--- config.mk ---
export PLATFORM = sky130hd
export DESIGN_NAME = axis_frame_builder
export DESIGN_NICKNAME = d
export VERILOG_FILES = /design/src/rtl/axis_frame_pkg.sv /design/src/rtl/axis_frame_builder.sv
export SDC_FILE = /design/constraint.sdc
export NUM_CORES = 1
export LEC_CHECK = 0
export ABC_AREA = 1
export CELL_PAD_IN_SITES_DETAIL_PLACEMENT = 1
export CELL_PAD_IN_SITES_GLOBAL_PLACEMENT = 1
export CORE_MARGIN = 4
export CORE_UTILIZATION = 35
export DETAILED_ROUTE_END_ITERATION = 7
export PLACE_DENSITY = 0.92
export SETUP_SLACK_MARGIN = 0.5
export SYNTH_ARGS = -nofsm -noshare
export SYNTH_HDL_FRONTEND = slang
export SYNTH_SLANG_ARGS = --single-unit
--- constraint.sdc ---
create_clock -name clk -period 4 [get_ports clk]
set_input_delay 0.8 -clock clk [delete_from_list [all_inputs] [get_ports clk]]
set_output_delay 0.8 -clock clk [all_outputs]
set_load 0.03 [all_outputs]
--- src/rtl/axis_frame_pkg.sv ---
// Shared types and header field layout for the AXI-Stream frame builder.
package axis_frame_pkg;

    localparam int unsigned SEQ_W       = 8;
    localparam int unsigned CSUM_W      = 16;
    localparam int unsigned HDR_SEQ_MSB = 15;
    localparam int unsigned HDR_SEQ_LSB = 8;
    localparam int unsigned HDR_LEN_MSB = 7;
    localparam int unsigned HDR_LEN_LSB = 0;

`ifdef AXIS_FRAME_BUILDER_CSUM_EN
    typedef enum logic [1:0] {StHdr, StPay, StCsum} frame_state_t;
`else
    typedef enum logic [1:0] {StHdr, StPay} frame_state_t;
`endif

endpackage

--- src/rtl/axis_frame_builder.sv ---
// Cuts an unframed sample stream into PKT_LEN-word frames with a seq/length header word.
// Define AXIS_FRAME_BUILDER_CSUM_EN to append a 16-bit payload checksum word to each frame.
module axis_frame_builder
    import axis_frame_pkg::*;
#(
    parameter int unsigned WIDTH_TDATA = 16,
    parameter int unsigned WIDTH_TUSER = 4,
    parameter int unsigned PKT_LEN     = 64
) (
    input  logic                   clk,
    input  logic                   rst,
    input  logic                   axis_s_tvalid,
    input  logic [WIDTH_TDATA-1:0] axis_s_tdata,
    input  logic [WIDTH_TUSER-1:0] axis_s_tuser,
    output logic                   axis_s_tready,
    output logic                   axis_m_tvalid,
    output logic [WIDTH_TDATA-1:0] axis_m_tdata,
    output logic [WIDTH_TUSER-1:0] axis_m_tuser,
    output logic                   axis_m_tlast,
    input  logic                   axis_m_tready
);

    localparam int unsigned WCNT_W = (PKT_LEN > 1) ? $clog2(PKT_LEN) : 1;
    localparam logic [WCNT_W-1:0] WCNT_LAST = WCNT_W'(PKT_LEN - 1);
    localparam logic [7:0] LEN_FIELD = 8'(PKT_LEN - 1);

    frame_state_t state_q, state_d;
    logic [SEQ_W-1:0] seq_q, seq_d;
    logic [WCNT_W-1:0] wcnt_q, wcnt_d;
    logic valid_q, valid_d;
    logic [WIDTH_TDATA-1:0] data_q, data_d;
    logic [WIDTH_TUSER-1:0] user_q, user_d;
    logic last_q, last_d;
`ifdef AXIS_FRAME_BUILDER_CSUM_EN
    logic [CSUM_W-1:0] csum_q, csum_d;
`endif

    logic slot_free;

    assign slot_free     = !valid_q || axis_m_tready;
    assign axis_s_tready = !rst && (state_q == StPay) && slot_free;

    assign axis_m_tvalid = valid_q;
    assign axis_m_tdata  = data_q;
    assign axis_m_tuser  = user_q;
    assign axis_m_tlast  = last_q;

    always_comb begin
        state_d = state_q;
        seq_d   = seq_q;
        wcnt_d  = wcnt_q;
        valid_d = valid_q;
        data_d  = data_q;
        user_d  = user_q;
        last_d  = last_q;
`ifdef AXIS_FRAME_BUILDER_CSUM_EN
        csum_d  = csum_q;
`endif
        // An accepted word leaves the register empty unless something new loads this cycle.
        if (slot_free) begin
            valid_d = 1'b0;
        end

        unique case (state_q)
            StHdr: begin
                // Header is launched by a pending sample but does not consume it.
                if (axis_s_tvalid && slot_free) begin
                    valid_d = 1'b1;
                    data_d  = '0;
                    data_d[HDR_SEQ_MSB:HDR_SEQ_LSB] = seq_q;
                    data_d[HDR_LEN_MSB:HDR_LEN_LSB] = LEN_FIELD;
                    user_d  = '0;
                    last_d  = 1'b0;
                    state_d = StPay;
                end
            end
            StPay: begin
                if (axis_s_tvalid && slot_free) begin
                    valid_d = 1'b1;
                    data_d  = axis_s_tdata;
                    user_d  = axis_s_tuser;
                    last_d  = 1'b0;
                    wcnt_d  = wcnt_q + WCNT_W'(1);
`ifdef AXIS_FRAME_BUILDER_CSUM_EN
                    csum_d  = csum_q + axis_s_tdata[CSUM_W-1:0];
`endif
                    if (wcnt_q == WCNT_LAST) begin
                        wcnt_d  = '0;
`ifdef AXIS_FRAME_BUILDER_CSUM_EN
                        state_d = StCsum;
`else
                        last_d  = 1'b1;
                        seq_d   = seq_q + SEQ_W'(1);
                        state_d = StHdr;
`endif
                    end
                end
            end
`ifdef AXIS_FRAME_BUILDER_CSUM_EN
            StCsum: begin
                if (slot_free) begin
                    valid_d = 1'b1;
                    data_d  = '0;
                    data_d[CSUM_W-1:0] = csum_q;
                    user_d  = '0;
                    last_d  = 1'b1;
                    csum_d  = '0;
                    seq_d   = seq_q + SEQ_W'(1);
                    state_d = StHdr;
                end
            end
`endif
            default: begin
                state_d = StHdr;
            end
        endcase
    end

    always_ff @(posedge clk) begin
        if (rst) begin
            state_q <= StHdr;
            seq_q   <= '0;
            wcnt_q  <= '0;
            valid_q <= 1'b0;
            data_q  <= '0;
            user_q  <= '0;
            last_q  <= 1'b0;
`ifdef AXIS_FRAME_BUILDER_CSUM_EN
            csum_q  <= '0;
`endif
        end else begin
            state_q <= state_d;
            seq_q   <= seq_d;
            wcnt_q  <= wcnt_d;
            valid_q <= valid_d;
            data_q  <= data_d;
            user_q  <= user_d;
            last_q  <= last_d;
`ifdef AXIS_FRAME_BUILDER_CSUM_EN
            csum_q  <= csum_d;
`endif
        end
    end

endmodule
==> impl_table.tex <==
\begin{tabular}{lr}
\hline
Metric & Value \\
\hline
\multicolumn{2}{l}{\textbf{Clock network}} \\
\quad H-tree depth & 2 \\
\quad Hold\_buf cts & 0 \\
\quad Number of gates resized after CTS & 0 \\
\quad Number of CTS-inserted buffers & 5 \\
\quad Setup Fix Bufs, Post-CTS & 0 \\
\quad Insertion delay of the later-clocked pin in the worst-skew pair & 0.29 ns \\
\quad Max Root-Sink Buffers & 2 \\
\quad TritonCTS clock tree & built \\
\quad CTS sink count & 37 \\
\quad Root buf cell & sky130\_fd\_sc\_hd\_\_clkbuf\_8 \\
\quad Clock slew at reported path FFs & roughly 0.070 ns \\
\multicolumn{2}{l}{\textbf{Synth}} \\
\quad Number of library cell types mapped by synthesis & 17 \\
\quad Area of the mapped netlist & 1570 µm² \\
\quad Number of synthesized register bits & 37 \\
\quad Mean instance size in the synthesized netlist & around 7 µm² \\
\quad Part of the Yosys area used for sequential elements & a little under half \\
\quad Synthesis Warnings & 0 \\
\quad Number of instances in the synthesized netlist & 223 \\
\quad Net count of the mapped netlist & between 200 and 250 \\
\multicolumn{2}{l}{\textbf{Drt}} \\
\quad ANT nets after route & 0 \\
\quad First-iteration detailed-routing DRC count & 65 \\
\quad Post-route DRC violation count & 0 \\
\quad Pre-Repair DR Iteration Count & 4 \\
\quad Routed wire length & $\sim$4300 µm \\
\quad Routed vias & between 1.5k and 2k \\
\quad Via-per-instance ratio & between 4 and 5 \\
\quad Average wire length per cell after detail routing & approximately 14 µm \\
\multicolumn{2}{l}{\textbf{STA}} \\
\quad Number of hold violations in the final report & 0 \\
\quad Setup TNS & 0 ns \\
\quad Worst hold margin & $\sim$0.47 ns \\
\quad Final clock skew & $\sim$0.011 ns \\
\quad Normalized max-slew margin & approximately 67\% \\
\quad Post-layout min period & about 3.1 ns \\
\quad Setup repair after global routing missed its margin & false \\
\quad Number of max-slew violations in the final report & 0 \\
\quad Fraction of the cycle the final worst path needs & 77.6\% \\
\quad Final setup violation count & 0 \\
\quad F\_max & 322 MHz \\
\quad Worst-Margin Slew & 0.500 ns \\
\multicolumn{2}{l}{\textbf{Global route}} \\
\quad GRT met3 Usage & $\sim$4.5\% \\
\quad Maximum number of pins on one net before global-route repair & 23 \\
\quad Gr usage total & 16.5\% \\
\quad Met2 usage & roughly 29\% \\
\quad Met1 layer usage reported by global route & 19.5\% \\
\quad Busiest grt layer & met2 \\
\quad First-pass GRT wire length & between 7000 and 8000 µm \\
\quad Via count of the first global-routing pass & 1556 \\
\quad Antenna violations before repair & 0 \\
\quad Final global-route overflow total & 0 \\
\multicolumn{2}{l}{\textbf{Pwr}} \\
\quad Leakage power of the design & roughly 0.00085 µW \\
\quad Power per unit of standard cell area & about 380 nW/µm² \\
\quad Overall power consumption & 829 µW \\
\quad Peak supply drop & roughly 130 µV \\
\multicolumn{2}{l}{\textbf{Floorplanning}} \\
\quad Effective utilization at floorplan & between 30 and 40\% \\
\quad Die Y & about 75 µm \\
\quad Boundary Pins & 47 \\
\quad Die Footprint & $\sim$5600 µm² \\
\quad Rows & 24 \\
\quad Horizontal die dimension & between 70 and 80 µm \\
\quad Core Area & around 4400 µm² \\
\multicolumn{2}{l}{\textbf{Setup path}} \\
\quad Arr. time, crit path & roughly 2.3 ns \\
\quad Endpoint required time on the critical path & between 3 and 4 ns \\
\quad Endpoint class of the critical path & primary output \\
\quad Critical path launch point & axis\_m\_tready \\
\quad Critical path fanouts, max & 4 \\
\quad Startpoint of the most critical register-to-register path & state\_q[0] \\
\quad Type of the worst setup path & in2out \\
\quad Worst Reg-to-Reg Cells & 6 \\
\quad Worst R2R Setup Slack & roughly 2.1 ns \\
\quad Nature of the critical path startpoint & input pin \\
\quad R2r endpoint & seq\_q[5] \\
\multicolumn{2}{l}{\textbf{Place}} \\
\quad Number of placed instances, taps included & approximately 310 \\
\quad Placed cell area & 2070 µm² \\
\quad Post-DP HPWL & 3160 µm \\
\quad GPL Wtd Cong & 0.804 \\
\quad Count of input and output buffers & 46 \\
\multicolumn{2}{l}{\textbf{Worst hold path}} \\
\quad Hold Path Cell Cnt & 2 \\
\quad Worst min-delay path category & reg2reg \\
\quad Critical hold path startpoint & axis\_m\_tdata[6] \\
\quad Hold path endpoint & axis\_m\_tdata[6] \\
\multicolumn{2}{l}{\textbf{Cells and area}} \\
\quad Inserted Diodes & 0 \\
\quad Most common library cell in the layout ignoring fill and taps & sky130\_fd\_sc\_hd\_\_nand2\_1 \\
\quad Number of standard cells in the layout, taps in and fillers out & approximately 320 \\
\quad Number of inserted filler cells in the final layout & 544 \\
\quad Final nets & $\sim$300 \\
\quad Fraction of final layout cells with drive strength greater than 1 & 5.19\% \\
\quad Design Area, Final & between 2000 and 2500 µm² \\
\quad Commonest cells after routing, fill and taps aside & 68 x sky130\_fd\_sc\_hd\_\_nand2\_1, 46 x sky130\_fd\_sc\_hd\_\_clkdlybuf4s50\_1, 37 x sky130\_fd\_sc\_hd\_\_dfxtp\_1 \\
\quad Synthesis-to-finish area growth & 38.6\% \\
\multicolumn{2}{l}{\textbf{Outcome}} \\
\quad Outcome & finished, final reports clean \\
\multicolumn{2}{l}{\textbf{Flow run}} \\
\quad Max-cap violation count & 0 \\
\hline
\end{tabular}
kinds of logic (layout without fill, tap and decap cells):
logic type / after synthesis / after routing / synth area share [%]
adders and majority gates: 2 / 2 / 1.59
AOI/OAI and AO/OA: 38 / 38 / 12.1
DFF: 37 / 37 / 47.1
buffers and inverters: 27 / 74 / 7.15
and+or+nand+nor: 114 / 114 / 29.3
xor gates and xnor gates: 5 / 5 / 2.78
how the worst max path moves through the flow:
stage / end / slack [ns] / depth (start not counted)
final: axis_s_tready / 0.90 / 6
after global routing: axis_s_tready / 0.86 / 6
after CTS: axis_s_tready / 0.90 / 6
after detailed placement: axis_s_tready / 0.90 / 6
after global placement: axis_s_tready / 0.92 / 6
after floorplan: axis_s_tready / 1.56 / 4
registers in the layout (all words and copies together), names as in the netlist, named ones only:
| signal | flops |
|---|---|
| wcnt_q | 6 |
| state_q | 1 |
| axis_m_tuser | 4 |
| axis_m_tlast | 1 |
| seq_q | 8 |
| axis_m_tdata | 16 |
per-stage QoR:
| stage | util (%) | setup WS, ns |
|---|---|---|
| detailed placement | 47.4 | 0.898 |
| CTS | 50.1 | 0.899 |
| global placement | 47.4 | 0.923 |
| floorplan | - | 1.56 |
| finish | 50.1 | 0.898 |
| global route | 50.1 | 0.863 |
critical path, stage by stage:
cell and delay (ns):
sky130_fd_sc_hd__clkdlybuf4s50_1 0.45, sky130_fd_sc_hd__inv_1 0.03, sky130_fd_sc_hd__nand2_1 0.13, sky130_fd_sc_hd__inv_1 0.06
sky130_fd_sc_hd__nor3_1 0.13, sky130_fd_sc_hd__clkdlybuf4s50_1 0.69
power breakdown:
group          total, µW  switching, µW  internal [µW]
Clock                331            128            203
Sequential           390           9.24            381
Combinational        108           59.7           48.5
cell usage after synthesis (all sizes together):
cell	instances	area share (%)
ha	2	1.6
inv	19	4.5
nand2	71	17
nor3	6	1.9
a21oi	24	7.6
nand3	9	3.2
clkbuf	4	0.95
buf	4	1.7
o21ai	14	4.5
xor2	5	2.8
nor2	28	6.8
dfxtp	37	47
area by class of cell:
class	count	area (µm²)	share of cell area, %
well taps	52	65.1	2.98
inverters	19	71.3	3.27
clock buffers	7	86.3	3.96
multi-input cells	159	721	33.0
clock inverters	1	30.0	1.38
repair buffers	47	468	21.4
flip-flops and latches	37	741	33.9
metal layers:
layer	vias to the layer above	share of wire, %
li1	795	-
met1	732	45
met2	32	49
met3	6	5.1
met4	0	1.4
met5	-	0
No activity file was read; power rests on OpenSTA's default activity.
